[config.mk]
export PLATFORM = sky130hd
export DESIGN_NAME = cruise_speed_ctrl_flat
export DESIGN_NICKNAME = d
export VERILOG_FILES = /design/src/rtl/cruise_speed_ctrl_pkg.sv /design/src/rtl/cruise_speed_ctrl_if.sv /design/src/rtl/cruise_speed_ctrl_addsub.sv /design/src/rtl/cruise_speed_ctrl.sv /design/src/flat_wrapper.sv
export SDC_FILE = /design/constraint.sdc
export NUM_CORES = 1
export LEC_CHECK = 0
export CORE_ASPECT_RATIO = 1.75
export CORE_MARGIN = 2
export CORE_UTILIZATION = 57
export DETAILED_ROUTE_END_ITERATION = 6
export DONT_BUFFER_PORTS = 1
export MAX_ROUTING_LAYER = met4
export PLACE_DENSITY = 0.75
export SYNTH_ARGS = -nofsm -noshare
export SYNTH_HDL_FRONTEND = slang
export SYNTH_HIERARCHICAL = 1
export SYNTH_SLANG_ARGS = --single-unit
[constraint.sdc]
create_clock -name clk -period 2.85 [get_ports clk]
set_clock_uncertainty 0.15 [all_clocks]
set_input_delay 0.57 -clock clk [delete_from_list [all_inputs] [get_ports clk]]
set_output_delay 0.57 -clock clk [all_outputs]
set_load 0.01 [all_outputs]
[src/rtl/cruise_speed_ctrl_pkg.sv]
// Shared types and defaults for the cruise-control speed regulator.
// Holds the FSM state encoding and the default regulation limits.
package cruise_speed_ctrl_pkg;

   typedef enum logic [1:0] {
      ST_OFF     = 2'd0,
      ST_CRUISE  = 2'd1,
      ST_STANDBY = 2'd2
   } cc_state_e;

   localparam logic [7:0]  DEF_MIN_SPEED  = 8'd30;
   localparam logic [7:0]  DEF_MAX_SPEED  = 8'd200;
   localparam logic [7:0]  DEF_HYST       = 8'd2;
   localparam logic [7:0]  DEF_STEP       = 8'd1;
   localparam logic [15:0] DEF_REPEAT_CYC = 16'd500;

   // Magnitude of speed - target from the add/sub result; Cout=0 means negative.
   function automatic logic [7:0] abs_err(input logic cout, input logic [7:0] sum);
      return cout ? sum : 8'(~sum + 8'd1);
   endfunction

endpackage

[src/rtl/cruise_speed_ctrl_if.sv]
// Driver-side controls and regulator outputs of the cruise speed controller.
// The controlling side uses master; the regulator uses slave.
interface cruise_speed_ctrl_if;

   logic [7:0] speed;
   logic       set_btn;
   logic       resume_btn;
   logic       cancel_btn;
   logic       brake;
   logic       inc_btn;
   logic       dec_btn;
   logic       cruise_on;
   logic       standby;
   logic [7:0] target;
   logic       throttle_up;
   logic       throttle_down;
   logic [7:0] err_mag;

   modport master (
      output speed, set_btn, resume_btn, cancel_btn, brake, inc_btn, dec_btn,
      input  cruise_on, standby, target, throttle_up, throttle_down, err_mag
   );

   modport slave (
      input  speed, set_btn, resume_btn, cancel_btn, brake, inc_btn, dec_btn,
      output cruise_on, standby, target, throttle_up, throttle_down, err_mag
   );

endinterface

[src/rtl/cruise_speed_ctrl_addsub.sv]
// Generic W-bit add/sub cell: select_i=0 gives a+b, select_i=1 gives a-b
// as a + ~b + 1, with the carry out exposed for magnitude/sign decisions.
module cruise_speed_ctrl_addsub #(
   parameter int unsigned W = 8
) (
   input  logic [W-1:0] a_i,
   input  logic [W-1:0] b_i,
   input  logic         select_i,
   output logic [W-1:0] sum_o,
   output logic         cout_o
);

   logic [W:0] a_ext;
   logic [W:0] b_ext;
   logic [W:0] cin_ext;
   logic [W:0] res;

   always_comb begin
      a_ext   = {1'b0, a_i};
      b_ext   = {1'b0, b_i ^ {W{select_i}}};
      cin_ext = {{W{1'b0}}, select_i};
      res     = a_ext + b_ext + cin_ext;
      sum_o   = res[W-1:0];
      cout_o  = res[W];
   end

endmodule

[src/rtl/cruise_speed_ctrl.sv]
// Cruise-control speed regulator: OFF/CRUISE/STANDBY FSM, target register with
// inc/dec auto-repeat and saturation, and registered hysteresis throttle requests.
module cruise_speed_ctrl
   import cruise_speed_ctrl_pkg::*;
#(
   parameter logic [7:0]  MIN_SPEED  = DEF_MIN_SPEED,
   parameter logic [7:0]  MAX_SPEED  = DEF_MAX_SPEED,
   parameter logic [7:0]  HYST       = DEF_HYST,
   parameter logic [7:0]  STEP       = DEF_STEP,
   parameter logic [15:0] REPEAT_CYC = DEF_REPEAT_CYC
) (
   input  logic                clk,
   input  logic                rst_n,
   cruise_speed_ctrl_if.slave  bus
);

   cc_state_e   state_q, state_d;
   logic [7:0]  target_q, target_d;
   logic        tgt_valid_q, tgt_valid_d;
   logic [15:0] rep_q, rep_d;
   logic        inc_q, dec_q;
   logic        up_q, up_d;
   logic        down_q, down_d;
   logic [7:0]  err_q, err_d;

   logic [7:0]  diff_sum;
   logic        diff_cout;
   logic        in_range;
   logic        step_inc;
   logic        step_dec;
   logic        btn_edge;

   cruise_speed_ctrl_addsub #(.W(8)) u_addsub (
      .a_i      (bus.speed),
      .b_i      (target_q),
      .select_i (1'b1),
      .sum_o    (diff_sum),
      .cout_o   (diff_cout)
   );

   assign in_range = (bus.speed >= MIN_SPEED) && (bus.speed <= MAX_SPEED);

   // Single-button hold: edge steps at once, then every REPEAT_CYC cycles.
   always_comb begin
      rep_d    = '0;
      step_inc = 1'b0;
      step_dec = 1'b0;
      btn_edge = 1'b0;
      if (bus.inc_btn ^ bus.dec_btn) begin
         btn_edge = bus.inc_btn ? ~inc_q : ~dec_q;
         if (btn_edge || (rep_q == REPEAT_CYC - 16'd1)) begin
            step_inc = bus.inc_btn;
            step_dec = bus.dec_btn;
         end else begin
            rep_d = rep_q + 16'd1;
         end
      end
   end

   always_comb begin
      state_d     = state_q;
      target_d    = target_q;
      tgt_valid_d = tgt_valid_q;
      if (bus.brake || bus.cancel_btn) begin
         if (state_q == ST_CRUISE) begin
            state_d = ST_STANDBY;
         end
      end else if (bus.set_btn && in_range) begin
         state_d     = ST_CRUISE;
         target_d    = bus.speed;
         tgt_valid_d = 1'b1;
      end else if (bus.resume_btn && (state_q == ST_STANDBY) && tgt_valid_q) begin
         state_d = ST_CRUISE;
      end else if (state_q == ST_CRUISE) begin
         if (step_inc) begin
            target_d = (target_q > MAX_SPEED - STEP) ? MAX_SPEED : target_q + STEP;
         end else if (step_dec) begin
            target_d = (target_q < MIN_SPEED + STEP) ? MIN_SPEED : target_q - STEP;
         end
      end
   end

   // Requests need CRUISE on both sides of the edge so they drop with the state.
   always_comb begin
      err_d  = abs_err(diff_cout, diff_sum);
      up_d   = 1'b0;
      down_d = 1'b0;
      if ((state_q == ST_CRUISE) && (state_d == ST_CRUISE) && (err_d > HYST)) begin
         up_d   = ~diff_cout;
         down_d = diff_cout;
      end
   end

   always_ff @(posedge clk) begin
      if (!rst_n) begin
         state_q     <= ST_OFF;
         target_q    <= '0;
         tgt_valid_q <= 1'b0;
         rep_q       <= '0;
         inc_q       <= 1'b0;
         dec_q       <= 1'b0;
         up_q        <= 1'b0;
         down_q      <= 1'b0;
         err_q       <= '0;
      end else begin
         state_q     <= state_d;
         target_q    <= target_d;
         tgt_valid_q <= tgt_valid_d;
         rep_q       <= rep_d;
         inc_q       <= bus.inc_btn;
         dec_q       <= bus.dec_btn;
         up_q        <= up_d;
         down_q      <= down_d;
         err_q       <= err_d;
      end
   end

   assign bus.cruise_on     = (state_q == ST_CRUISE);
   assign bus.standby       = (state_q == ST_STANDBY);
   assign bus.target        = target_q;
   assign bus.throttle_up   = up_q;
   assign bus.throttle_down = down_q;
   assign bus.err_mag       = err_q;

endmodule

[src/flat_wrapper.sv]
// flat-port wrapper written by rule: the top's interface ports become plain ports
module cruise_speed_ctrl_flat import cruise_speed_ctrl_pkg::*;
#(
   parameter logic [7:0]  MIN_SPEED  = DEF_MIN_SPEED,
   parameter logic [7:0]  MAX_SPEED  = DEF_MAX_SPEED,
   parameter logic [7:0]  HYST       = DEF_HYST,
   parameter logic [7:0]  STEP       = DEF_STEP,
   parameter logic [15:0] REPEAT_CYC = DEF_REPEAT_CYC
)
  (clk, rst_n, bus_speed, bus_set_btn, bus_resume_btn, bus_cancel_btn, bus_brake, bus_inc_btn, bus_dec_btn, bus_cruise_on, bus_standby, bus_target, bus_throttle_up, bus_throttle_down, bus_err_mag);
  cruise_speed_ctrl_if bus_i ();
  input  logic clk;
  input  logic rst_n;
  input wire logic [$bits(bus_i.speed)-1:0] bus_speed;
  input wire logic [$bits(bus_i.set_btn)-1:0] bus_set_btn;
  input wire logic [$bits(bus_i.resume_btn)-1:0] bus_resume_btn;
  input wire logic [$bits(bus_i.cancel_btn)-1:0] bus_cancel_btn;
  input wire logic [$bits(bus_i.brake)-1:0] bus_brake;
  input wire logic [$bits(bus_i.inc_btn)-1:0] bus_inc_btn;
  input wire logic [$bits(bus_i.dec_btn)-1:0] bus_dec_btn;
  output wire logic [$bits(bus_i.cruise_on)-1:0] bus_cruise_on;
  output wire logic [$bits(bus_i.standby)-1:0] bus_standby;
  output wire logic [$bits(bus_i.target)-1:0] bus_target;
  output wire logic [$bits(bus_i.throttle_up)-1:0] bus_throttle_up;
  output wire logic [$bits(bus_i.throttle_down)-1:0] bus_throttle_down;
  output wire logic [$bits(bus_i.err_mag)-1:0] bus_err_mag;
  assign bus_i.speed = bus_speed;
  assign bus_i.set_btn = bus_set_btn;
  assign bus_i.resume_btn = bus_resume_btn;
  assign bus_i.cancel_btn = bus_cancel_btn;
  assign bus_i.brake = bus_brake;
  assign bus_i.inc_btn = bus_inc_btn;
  assign bus_i.dec_btn = bus_dec_btn;
  assign bus_cruise_on = bus_i.cruise_on;
  assign bus_standby = bus_i.standby;
  assign bus_target = bus_i.target;
  assign bus_throttle_up = bus_i.throttle_up;
  assign bus_throttle_down = bus_i.throttle_down;
  assign bus_err_mag = bus_i.err_mag;
  cruise_speed_ctrl #(.MIN_SPEED(MIN_SPEED), .MAX_SPEED(MAX_SPEED), .HYST(HYST), .STEP(STEP), .REPEAT_CYC(REPEAT_CYC)) u_core (.clk(clk), .rst_n(rst_n), .bus(bus_i));
endmodule
==> results.sh <==
export IMPL_outcome="finished, violations left"
export IMPL_failed_checks="setup timing"
export IMPL_cts_tree="yes"
export IMPL_drive_gt1_share_pct=18.3
export IMPL_core_um2=4440
export IMPL_min_path_type="in2reg"
export IMPL_pre_cts_ws_ps=-106
export IMPL_maxCapViolCount=0
export IMPL_grt_pass1_wl_um=11100
export IMPL_ys_seq_elements=39
export IMPL_slew_limit_headroom_pct=67.5
export IMPL_cts_sinks=39
export IMPL_synth_commonest_cells="dfxtp_1 (39), nor2_1 (37), inv_1 (19), nand2_1 (19), xor2_1 (19)"
export IMPL_row_count=32
export IMPL_drc=0
export IMPL_die_h_um=94.2
export IMPL_tightest_slew_ps=482
export IMPL_post_dp_hpwl_um=5180
export IMPL_vias_per_cell=6.20
export IMPL_diodes=0
export IMPL_ctsHoldBuffers=0
export IMPL_worstSetupPathType="reg2reg"
export IMPL_vdd_ir_drop_max_uv=429
export IMPL_antenna_found_initial=0
export IMPL_synthFlopType="dfxtp_1"
export IMPL_synth_nets=355
export IMPL_ys_top_cells_by_area="dfxtp_1 (29%), xor2_1 (6.3%), nor2_1 (5.2%), ha_1 (5.2%), xnor2_1 (4.6%)"
export IMPL_num_vias=2548
export IMPL_worst_endpoint_required_ps=2880
export IMPL_setup_viol=1
export IMPL_clkTransAtPathRegs_ps=80
export IMPL_drtPass1Iterations=4
export IMPL_start_util_pct=59.6
export IMPL_synth_top_area_share_pct=29.5
export IMPL_dieWidth_um=55.5
export IMPL_ys_async_sr_fraction_pct=0
export IMPL_p_sw_share_pct=32.2
export IMPL_syn_inst=327
export IMPL_crit_fanout=3
export IMPL_cts_buffers=5
export IMPL_syn_cell_area_um2=2650
export IMPL_synth_edf_count=0
export IMPL_finalInstanceArea_um2=3050
export IMPL_start_kind="flop"
export IMPL_overflow=0
export IMPL_setup_tns_ps=-13.2
export IMPL_p_seq_share_pct=41.2
export IMPL_global_route_usage_total_pct=27.1
export IMPL_hold_viol_final=0
export IMPL_nFillCells=383
export IMPL_leakage_nw=1.18
export IMPL_cp_top_family="compound AO/OA/AOI/OAI gates"
export IMPL_post_drt_wl_per_cell_um=16.5
export IMPL_port_buffers=0
export IMPL_fmax_mhz=349
export IMPL_total_power_mw=1.49
export IMPL_first_iter_violations=89
export IMPL_min_period_ps=2860
export IMPL_slowest_stage="dfxtp_2"
export IMPL_yosysSeqAreaShare_pct=29.5
export IMPL_cts_path_max_buffers=2
export IMPL_clock_root_buffer="clkbuf_8"
export IMPL_synth_warnings=6
export IMPL_path_buf_inv=1
export IMPL_dieArea_um2=5230
export IMPL_final_nets=387
export IMPL_post_synth_num_cell_types=67
export IMPL_ant_nets=0
export IMPL_endpoint_kind="flop"
export IMPL_drv_slew=0
export IMPL_area_delta_synth_final_pct=15.1
export IMPL_yosysTopAreaCell="dfxtp_1"
export IMPL_grt_pass1_vias=2473
export IMPL_combPwrFrac_pct=34.4
export IMPL_final_setup_worst_slack_ps=-13.2
export IMPL_p_int_mw=1.01
export IMPL_place_area_um2=2940
export IMPL_place_congestion=0.895
export IMPL_period_share_pct=100
export IMPL_powerDensity_nw_per_um2=488
export IMPL_power_switching_uw=478
export IMPL_max_stage_delay_ps=350
export IMPL_syn_avg_cell_area_um2=8.10
export IMPL_htreeDepth=2
export IMPL_pin_count=36
export IMPL_crit_arrival_ps=2890
export IMPL_grt_max_degree=25
export IMPL_clk_latency_ps=290
export IMPL_wl_um=6790
export IMPL_synth_most_common_cell="dfxtp_1"
export IMPL_power_share_clock_pct=24.4
export IMPL_crit_chain="mux2i_2 > fa_2 > nor2b_1 > o31a_1 > o31a_1 > buf_4 > a31oi_4 > nor2_1 > a31oi_1 > xnor2_1 > nand4_1 > o211ai_1 > nor2_1"
export IMPL_rsz0062_at_grt="true"
## placed cells by master (no fill, tap or decap), types with 2 or more instances in the layout
cell type  instances
dfxtp_1           38
nor2_1            36
buf_4             35
inv_1             19
xor2_1            19
nand2_1           19
o21ai_0           16
a21oi_1           14
xnor2_1           14
nand3_1           11
ha_1              11
nor3_1             9
a31oi_1            9
nand4_1            7
nor2b_1            6
clkbuf_8           5
and2_1             5
o211ai_1           5
o21a_1             4
or3_1              4
and3_1             4
or2_2              4
o22ai_1            4
nand4b_1           3
o31a_1             3
clkbuf_1           2
mux2i_1            2
and4_1             2
nor4_1             2
o311ai_0           2
mux2_2             2
or4_4              2
or4_1              2
nor4b_1            2
a311oi_1           2
## timing repair
item / in CTS / in global routing
gates resized for setup: 0 / 4
endpoints found under the setup margin: 0 / 2
setup buffers: 0 / 2
## final cells by class
class                   count  area (um2)  area share [%]
clock buffers               7        76.3            2.50
clock inverters             1        5.00           0.164
inverters                  19        71.3            2.34
multi-input cells         258        1770            58.0
flip-flops and latches     39         782            25.6
well taps                  51        63.8            2.09
repair buffers             36         283            9.27
## metrics by stage
stage | utilization (%) | instances | hold WS [ps]
6_report | 68.6 | 411 | 245
2_1_floorplan | - | 327 | 280
5_1_grt | 68.6 | 411 | 243
3_5_place_dp | 66.1 | 401 | 305
3_3_place_gp | 66.1 | 401 | 297
4_1_cts | 67.9 | 409 | 243
## worst paths after layout
path                                     start                                  end  slack (ps)  cells past startpoint
max          u_core/bus.target[0]$_SDFFE_PN0P_  u_core/bus.throttle_down$_SDFF_PN0_         -10                     13
min                                      rst_n      u_core/tgt_valid_q$_SDFFE_PN0P_         250                      1
max reg2reg  u_core/bus.target[0]$_SDFFE_PN0P_  u_core/bus.throttle_down$_SDFF_PN0_         -10                     13
min reg2reg         u_core/rep_q[0]$_SDFF_PP0_           u_core/rep_q[0]$_SDFF_PP0_         320                      1
## routing by layer
metal	share of wire, %	vias to the layer above	track usage, %
li1	-	1239	-
met1	37	1214	25.6
met2	56	76	51.7
met3	4.3	19	4.55
met4	3.4	0	13.6
met5	0	-	-
## registers in the layout, indices dropped and copies added (netlist names)
signal and cells:
u_core/inc_q 1, u_core/bus.err_mag 8, u_core/tgt_valid_q 1, u_core/rep_q 16
u_core/state_q 2, u_core/bus.target 8, u_core/bus.throttle_down 1, u_core/bus.throttle_up 1
u_core/dec_q 1
## worst register-to-register path, stage by stage (launching register included)
cell and delay (ps):
dfxtp_2 350, mux2i_2 250, fa_2 250, nor2b_1 60
o31a_1 280, o31a_1 280, buf_4 150, a31oi_4 140
nor2_1 70, a31oi_1 230, xnor2_1 160, nand4_1 100
o211ai_1 220, nor2_1 60
## kinds of logic (layout without fill, tap and decap cells)
family	count (synthesis)	after routing	share of synthesized area (%)
flip-flops	39	39	29.5
AO/OA/AOI/OAI	78	78	20.7
XOR/XNOR	33	33	10.9
buffers and inverters	30	63	4.63
AND/OR/NAND/NOR	129	129	26.1
multiplexers	5	5	2.12
adder cells (fa/ha/maj)	12	12	5.95
other	1	1	0.142
## power by group through the flow
stage | logic, mW | clock network [mW] | registers [mW]
2_1_floorplan | 0.317 | 0 | 0.630
5_1_grt | 0.561 | 0.388 | 0.616
6_report | 0.512 | 0.362 | 0.613
3_3_place_gp | 0.469 | 0 | 0.626
4_1_cts | 0.484 | 0.370 | 0.614
3_5_place_dp | 0.481 | 0 | 0.627
Note: power is estimated with default switching activity, not from simulation.
